### config.mk
export PLATFORM = sky130hd
export DESIGN_NAME = comet_ii_mem_interface
export DESIGN_NICKNAME = d
export VERILOG_FILES = /design/src/rtl/comet_ii_mem_interface.sv
export SDC_FILE = /design/constraint.sdc
export NUM_CORES = 1
export LEC_CHECK = 0
export BUFFER_PORTS_ARGS = -buffer_cell sky130_fd_sc_hd__buf_2
export CAP_MARGIN = 10
export CORE_UTILIZATION = 30
export DETAILED_ROUTE_END_ITERATION = 7
export PLACE_DENSITY = 0.56
export SYNTH_ARGS = -nofsm -noshare
export SYNTH_HDL_FRONTEND = slang
export SYNTH_SLANG_ARGS = --single-unit
export TNS_END_PERCENT = 10
### constraint.sdc
create_clock -name mclk -period 3.8 [get_ports mclk]
set_input_delay 0.19 -clock mclk [delete_from_list [all_inputs] [get_ports mclk]]
set_output_delay 0.19 -clock mclk [all_outputs]
set_load 0.01 [all_outputs]
### src/rtl/comet_ii_mem_interface.sv
// COMET II memory bus unit: arbitrates fetch and data requests onto a single
// word-addressed RAM port with a ready handshake and a wait-state timeout.
module comet_ii_mem_interface #(
  parameter int ADDR_W   = 16,
  parameter int DATA_W   = 16,
  parameter int WAIT_MAX = 15
) (
  input  logic              mclk,
  input  logic              rst,
  input  logic              if_req,
  input  logic [ADDR_W-1:0] if_addr,
  output logic              if_ack,
  input  logic              d_req,
  input  logic              d_we,
  input  logic [ADDR_W-1:0] d_addr,
  input  logic [DATA_W-1:0] d_wdata,
  output logic              d_ack,
  output logic [DATA_W-1:0] rdata,
  output logic              bus_err,
  output logic              busy,
  output logic              mem_cs,
  output logic              mem_we,
  output logic [ADDR_W-1:0] mem_addr,
  output logic [DATA_W-1:0] mem_wdata,
  input  logic [DATA_W-1:0] mem_rdata,
  input  logic              mem_ready
);

  localparam logic [1:0] IDLE = 2'd0;
  localparam logic [1:0] WAIT = 2'd1;
  localparam logic [1:0] ACK  = 2'd2;
  localparam logic [7:0] WAIT_MAX_C = 8'(WAIT_MAX);

  logic [1:0]        state_q, state_d;
  logic              owner_data_q, owner_data_d;
  logic [7:0]        cnt_q, cnt_d;
  logic              mem_cs_q, mem_cs_d;
  logic              mem_we_q, mem_we_d;
  logic [ADDR_W-1:0] mem_addr_q, mem_addr_d;
  logic [DATA_W-1:0] mem_wdata_q, mem_wdata_d;
  logic [DATA_W-1:0] rdata_q, rdata_d;
  logic              bus_err_q, bus_err_d;
  logic              if_ack_q, if_ack_d;
  logic              d_ack_q, d_ack_d;
  logic              busy_q, busy_d;

  // Next-state and next-output computation for the access FSM.
  always_comb begin
    state_d      = state_q;
    owner_data_d = owner_data_q;
    cnt_d        = cnt_q;
    mem_cs_d     = mem_cs_q;
    mem_we_d     = mem_we_q;
    mem_addr_d   = mem_addr_q;
    mem_wdata_d  = mem_wdata_q;
    rdata_d      = rdata_q;
    bus_err_d    = bus_err_q;
    if_ack_d     = 1'b0;
    d_ack_d      = 1'b0;

    case (state_q)
      IDLE: begin
        if (d_req) begin
          owner_data_d = 1'b1;
          mem_we_d     = d_we;
          mem_addr_d   = d_addr;
          mem_wdata_d  = d_wdata;
          mem_cs_d     = 1'b1;
          cnt_d        = 8'd0;
          state_d      = WAIT;
        end else if (if_req) begin
          owner_data_d = 1'b0;
          mem_we_d     = 1'b0;
          mem_addr_d   = if_addr;
          mem_cs_d     = 1'b1;
          cnt_d        = 8'd0;
          state_d      = WAIT;
        end else begin
          mem_cs_d = 1'b0;
        end
      end
      WAIT: begin
        if (mem_ready) begin
          if (!mem_we_q) begin
            rdata_d = mem_rdata;
          end else begin
            rdata_d = rdata_q;
          end
          mem_cs_d = 1'b0;
          mem_we_d = 1'b0;
          if_ack_d = ~owner_data_q;
          d_ack_d  = owner_data_q;
          state_d  = ACK;
        end else if (cnt_q == WAIT_MAX_C) begin
          // Timeout: poison read data and complete the access anyway.
          if (!mem_we_q) begin
            rdata_d = {DATA_W{1'b1}};
          end else begin
            rdata_d = rdata_q;
          end
          bus_err_d = 1'b1;
          mem_cs_d  = 1'b0;
          mem_we_d  = 1'b0;
          if_ack_d  = ~owner_data_q;
          d_ack_d   = owner_data_q;
          state_d   = ACK;
        end else begin
          cnt_d = cnt_q + 8'd1;
        end
      end
      ACK: begin
        state_d = IDLE;
      end
      default: begin
        state_d  = IDLE;
        mem_cs_d = 1'b0;
        mem_we_d = 1'b0;
      end
    endcase

    busy_d = (state_d != IDLE);
  end

  // State and registered outputs, synchronous active-low reset.
  always_ff @(posedge mclk) begin
    if (!rst) begin
      state_q      <= IDLE;
      owner_data_q <= 1'b0;
      cnt_q        <= 8'd0;
      mem_cs_q     <= 1'b0;
      mem_we_q     <= 1'b0;
      mem_addr_q   <= {ADDR_W{1'b0}};
      mem_wdata_q  <= {DATA_W{1'b0}};
      rdata_q      <= {DATA_W{1'b0}};
      bus_err_q    <= 1'b0;
      if_ack_q     <= 1'b0;
      d_ack_q      <= 1'b0;
      busy_q       <= 1'b0;
    end else begin
      state_q      <= state_d;
      owner_data_q <= owner_data_d;
      cnt_q        <= cnt_d;
      mem_cs_q     <= mem_cs_d;
      mem_we_q     <= mem_we_d;
      mem_addr_q   <= mem_addr_d;
      mem_wdata_q  <= mem_wdata_d;
      rdata_q      <= rdata_d;
      bus_err_q    <= bus_err_d;
      if_ack_q     <= if_ack_d;
      d_ack_q      <= d_ack_d;
      busy_q       <= busy_d;
    end
  end

  assign if_ack    = if_ack_q;
  assign d_ack     = d_ack_q;
  assign rdata     = rdata_q;
  assign bus_err   = bus_err_q;
  assign busy      = busy_q;
  assign mem_cs    = mem_cs_q;
  assign mem_we    = mem_we_q;
  assign mem_addr  = mem_addr_q;
  assign mem_wdata = mem_wdata_q;

endmodule

==> impl_table.tex <==
\begin{tabular}{lr}
\hline
Metric & Value \\
\hline
\multicolumn{2}{l}{\textbf{Outcome}} \\
Run status & finished clean \\
\multicolumn{2}{l}{\textbf{CTS}} \\
Clock-pin slew on the worst setup and hold paths & 0.07 ns \\
Number of levels in the clock H-tree & 3 \\
Hold Buf Count CTS & 0 \\
Buffer cell driving the clock tree root & sky130\_fd\_sc\_hd\_\_clkbuf\_8 \\
Total clock buffers created by CTS & 9 \\
Post-CTS sizing & 0 \\
Clock Latency Late Sink & 0.33 ns \\
Maximum count of clock buffers along a single path & 2 \\
TritonCTS sink count & 65 \\
Number of buffers inserted by post-CTS setup repair & 0 \\
CTS tree & done \\
\multicolumn{2}{l}{\textbf{STA}} \\
Part of the cycle the worst path needs & 54.0\% \\
Unrepaired setup endpoints after global routing & false \\
FMAX & 487 MHz \\
Final slew viol count & 0 \\
Number of endpoints failing setup at the final stage & 0 \\
Transition time of the tightest slew-check pin & 0.990 ns \\
Relative max-transition margin & 34.0\% \\
Final hold violation count & 0 \\
Total negative setup slack & 0 ns \\
Post-Route Skew & 0.0102 ns \\
Fin crit period & 2.05 ns \\
\multicolumn{2}{l}{\textbf{Synthesis}} \\
Synth Area in Compound Gates & 23.1\% \\
Simple-gate area share of the yosys netlist & 17.0\% \\
Commonest register cell after synthesis & sky130\_fd\_sc\_hd\_\_dfxtp\_1 \\
Synth Area in XOR/XNOR & 0\% \\
Async S/R FF share, synth & 0\% \\
Count of flip-flops with a built-in enable after synthesis & 0 \\
Mux share of post-synthesis cell area & 6.45\% \\
Flip-flop and latch count after synthesis & 65 \\
Synth unique cells & 44 \\
Post-synthesis instance area & 0.00264 sq mm \\
Post-synthesis instance total & 275 \\
Largest family of logic cells by synthesized area & compound AO/OA/AOI/OAI gates \\
Register area share after synthesis & 49.3\% \\
Synthesized area divided by synthesized cell count & 9.60 sq um \\
Post-synth net total & 346 \\
Number of warning messages in the yosys log & 0 \\
Post-synthesis share of cell area spent on full adders, half adders and majority gates & 0.474\% \\
\multicolumn{2}{l}{\textbf{Drt}} \\
Avg WL per Cell & 12.7 microns \\
DRC violations left & 0 \\
Antenna violation net count after detailed routing & 0 \\
First-pass iteration count of the detailed router & 4 \\
Total detailed-routing wirelength & 6.32 mm \\
Number of DRC markers in iteration 0 & 102 \\
Post-detailed-route via-to-cell ratio & 4.86 \\
Via count of the routed design & 2425 \\
\multicolumn{2}{l}{\textbf{Die}} \\
Height of the die & 95.8 microns \\
Number of ports placed on the die boundary & 124 \\
Die Area & 0.00917 sq mm \\
Site row count & 33 \\
Initial Util & 31.5\% \\
Width of the die & 95.8 microns \\
Area of the core region & 0.00838 sq mm \\
\multicolumn{2}{l}{\textbf{Finish}} \\
Most common library cell in the layout ignoring fill and taps & sky130\_fd\_sc\_hd\_\_buf\_2 \\
Commonest non-fill, non-tap cells in the layout & sky130\_fd\_sc\_hd\_\_buf\_2 (123), sky130\_fd\_sc\_hd\_\_dfxtp\_1 (65), sky130\_fd\_sc\_hd\_\_nand2\_1 (43), sky130\_fd\_sc\_hd\_\_a21oi\_1 (25), sky130\_fd\_sc\_hd\_\_nor2\_1 (22) \\
Count of antenna diodes in the layout & 0 \\
Cell area after layout & 0.00347 sq mm \\
Layout cells sized above 1 & 38.1\% \\
Layout area overhead & 31.6\% \\
Final layout net count & 462 \\
\multicolumn{2}{l}{\textbf{Setup path}} \\
Ordered list of cells on the worst path & nor2\_1 -> and2\_1 -> nor2\_1 -> a211oi\_1 \\
Worst stage delay on the critical path & 0.84 ns \\
Data arrival time of the worst path & 2.30 ns \\
End of the worst register-to-register path & mem\_addr[14]\$\_SDFFE\_PN0P\_ \\
Slowest stage cell, crit path & sky130\_fd\_sc\_hd\_\_and2\_1 \\
Launching point of the worst reg2reg path & state\_q[1]\$\_SDFF\_PN0\_ \\
Largest delay share family, worst path & simple AND/OR/NAND/NOR gates \\
Nature of the critical path endpoint & flip-flop \\
Register-to-register setup slack & 1.75 ns \\
CP bufs+invs & 0 \\
Critical path startpoint category & flip-flop \\
Endpoint required time on the critical path & 4.04 ns \\
Path depth of the worst reg2reg path & 4 \\
Cell mode on critical path & sky130\_fd\_sc\_hd\_\_nor2\_1 \\
CP Max Fanout & 32 \\
Category of the most critical setup path & reg -> reg \\
\multicolumn{2}{l}{\textbf{Global routing}} \\
Initial antenna violation count & 0 \\
Largest net degree at the start of global routing & 33 \\
Wire length of the first global-routing pass & 9.89 mm \\
Overall Global Routing Usage & 13.8\% \\
Total grt overflow & 0 \\
Via count of the first global-routing pass & 2185 \\
\multicolumn{2}{l}{\textbf{Worst hold path}} \\
Count of cells along the worst hold path & 3 \\
Launch instance of the worst min-delay path & d\_wdata[3] \\
Worst min-delay path endpoint & mem\_wdata[3]\$\_SDFFE\_PN0P\_ \\
Path category of the worst min-delay check & in -> reg \\
\multicolumn{2}{l}{\textbf{Place}} \\
Placed cell areas & 0.00330 sq mm \\
Placer congestion estimate & 0.709 \\
PortBufs & 123 \\
Post-detail-place hpwl & 4.55 mm \\
\multicolumn{2}{l}{\textbf{Pwr}} \\
Cell Pwr Density & 436 mW/mm\^{}2 \\
Cell leakage power & 1.58 nW \\
Worst VDD drop & 0.170 mV \\
\multicolumn{2}{l}{\textbf{Run}} \\
Reported max-cap violation count & 0 \\
\hline
\end{tabular}
## synthesized netlist by cell type, types with 2 or more instances
library cell / n / area share [%]
sky130_fd_sc_hd__nor4_1: 3 / 0.71
sky130_fd_sc_hd__or4_1: 3 / 0.85
sky130_fd_sc_hd__o221a_1: 12 / 5.1
sky130_fd_sc_hd__a211oi_1: 16 / 4.6
sky130_fd_sc_hd__nand2_1: 43 / 6.1
sky130_fd_sc_hd__mux2i_1: 17 / 6.4
sky130_fd_sc_hd__nand2b_1: 3 / 0.71
sky130_fd_sc_hd__or2_1: 2 / 0.47
sky130_fd_sc_hd__nand4_1: 2 / 0.47
sky130_fd_sc_hd__a2111o_1: 3 / 1.3
sky130_fd_sc_hd__a21o_1: 2 / 0.57
sky130_fd_sc_hd__nor3_1: 2 / 0.38
sky130_fd_sc_hd__o31ai_1: 2 / 0.57
sky130_fd_sc_hd__buf_2: 9 / 1.7
sky130_fd_sc_hd__a21oi_1: 25 / 4.7
sky130_fd_sc_hd__dfxtp_1: 65 / 49
sky130_fd_sc_hd__o21ai_0: 3 / 0.57
sky130_fd_sc_hd__clkbuf_1: 7 / 1.0
sky130_fd_sc_hd__nor2_1: 22 / 3.1
sky130_fd_sc_hd__buf_1: 2 / 0.28
sky130_fd_sc_hd__o21a_1: 2 / 0.57
sky130_fd_sc_hd__o221a_2: 5 / 2.1
sky130_fd_sc_hd__and2_1: 3 / 0.71
sky130_fd_sc_hd__inv_1: 2 / 0.28
## where the power goes
group	internal, W	total [W]	switching, W	leakage (nW)
logic	0.000108	0.000244	0.000136	0.957
registers	0.000731	0.000760	0.0000282	0.534
clock network	0.000263	0.000509	0.000246	0.0871
total	0.00110	0.00151	0.000411	1.58
## worst reg2reg max path, stage by stage (launching register included)
cell and delay, ns:
sky130_fd_sc_hd__dfxtp_1 0.47, sky130_fd_sc_hd__nor2_1 0.34, sky130_fd_sc_hd__and2_1 0.84, sky130_fd_sc_hd__nor2_1 0.10
sky130_fd_sc_hd__a211oi_1 0.22
## layer usage
metal | GRT usage, % | share of wire [%] | vias to the layer above
met5 | 0 | 0 | -
met1 | 17.5 | 48 | 1069
li1 | - | - | 1238
met2 | 22.0 | 42 | 110
met3 | 4.11 | 9.4 | 8
met4 | 5.22 | 1.1 | 0
## metrics by stage
| stage | worst slack [ns] | hold WS, ns | util (%) | power, W | cells |
|---|---|---|---|---|---|
| detailed placement | 1.67 | 0.436 | 39.4 | 0.00102 | 485 |
| floorplan | 2.13 | 0.326 | - | 0.000920 | 275 |
| finish | 1.75 | 0.0952 | 41.4 | 0.00151 | 499 |
| global placement | 1.79 | 0.431 | 39.4 | 0.00102 | 485 |
| CTS | 1.72 | 0.0746 | 41.4 | 0.00154 | 499 |
| global route | 1.40 | 0.0913 | 41.4 | 0.00159 | 499 |
## cells by family after synthesis
logic type	count (synthesis)
adders and majority gates	1
AOI/OAI and AO/OA	79
buffers and inverters	21
DFF	65
muxes	17
and+or+nand+nor	92
## final cells by class
cell class,instances,area [sq um]
fillers,881,4910
flip-flops and latches,65,1300
multi-input cells,189,1240
repair buffers,124,623
clock buffers,11,151
well taps,105,131
clock inverters,3,17.5
inverters,2,7.51
## state kept, by name (all words and copies together), names as in the netlist
register and flops:
owner_data_q 1, state_q 2, mem_we 1, busy 1, mem_wdata 16, rdata 16
d_ack 1, mem_cs 1, bus_err 1, if_ack 1, cnt_q 8, mem_addr 16
## worst max path at each step
stage / from / end / depth (start not counted)
6_report: state_q[1]$_SDFF_PN0_ / mem_addr[14]$_SDFFE_PN0P_ / 4
5_1_grt: state_q[1]$_SDFF_PN0_ / mem_addr[1]$_SDFFE_PN0P_ / 4
4_1_cts: state_q[1]$_SDFF_PN0_ / mem_addr[6]$_SDFFE_PN0P_ / 4
3_5_place_dp: d_req / mem_addr[5]$_SDFFE_PN0P_ / 5
3_3_place_gp: d_req / mem_addr[13]$_SDFFE_PN0P_ / 5
2_1_floorplan: cnt_q[0]$_SDFFE_PN0P_ / cnt_q[5]$_SDFFE_PN0P_ / 5
Power figures use the tool's default switching activity.
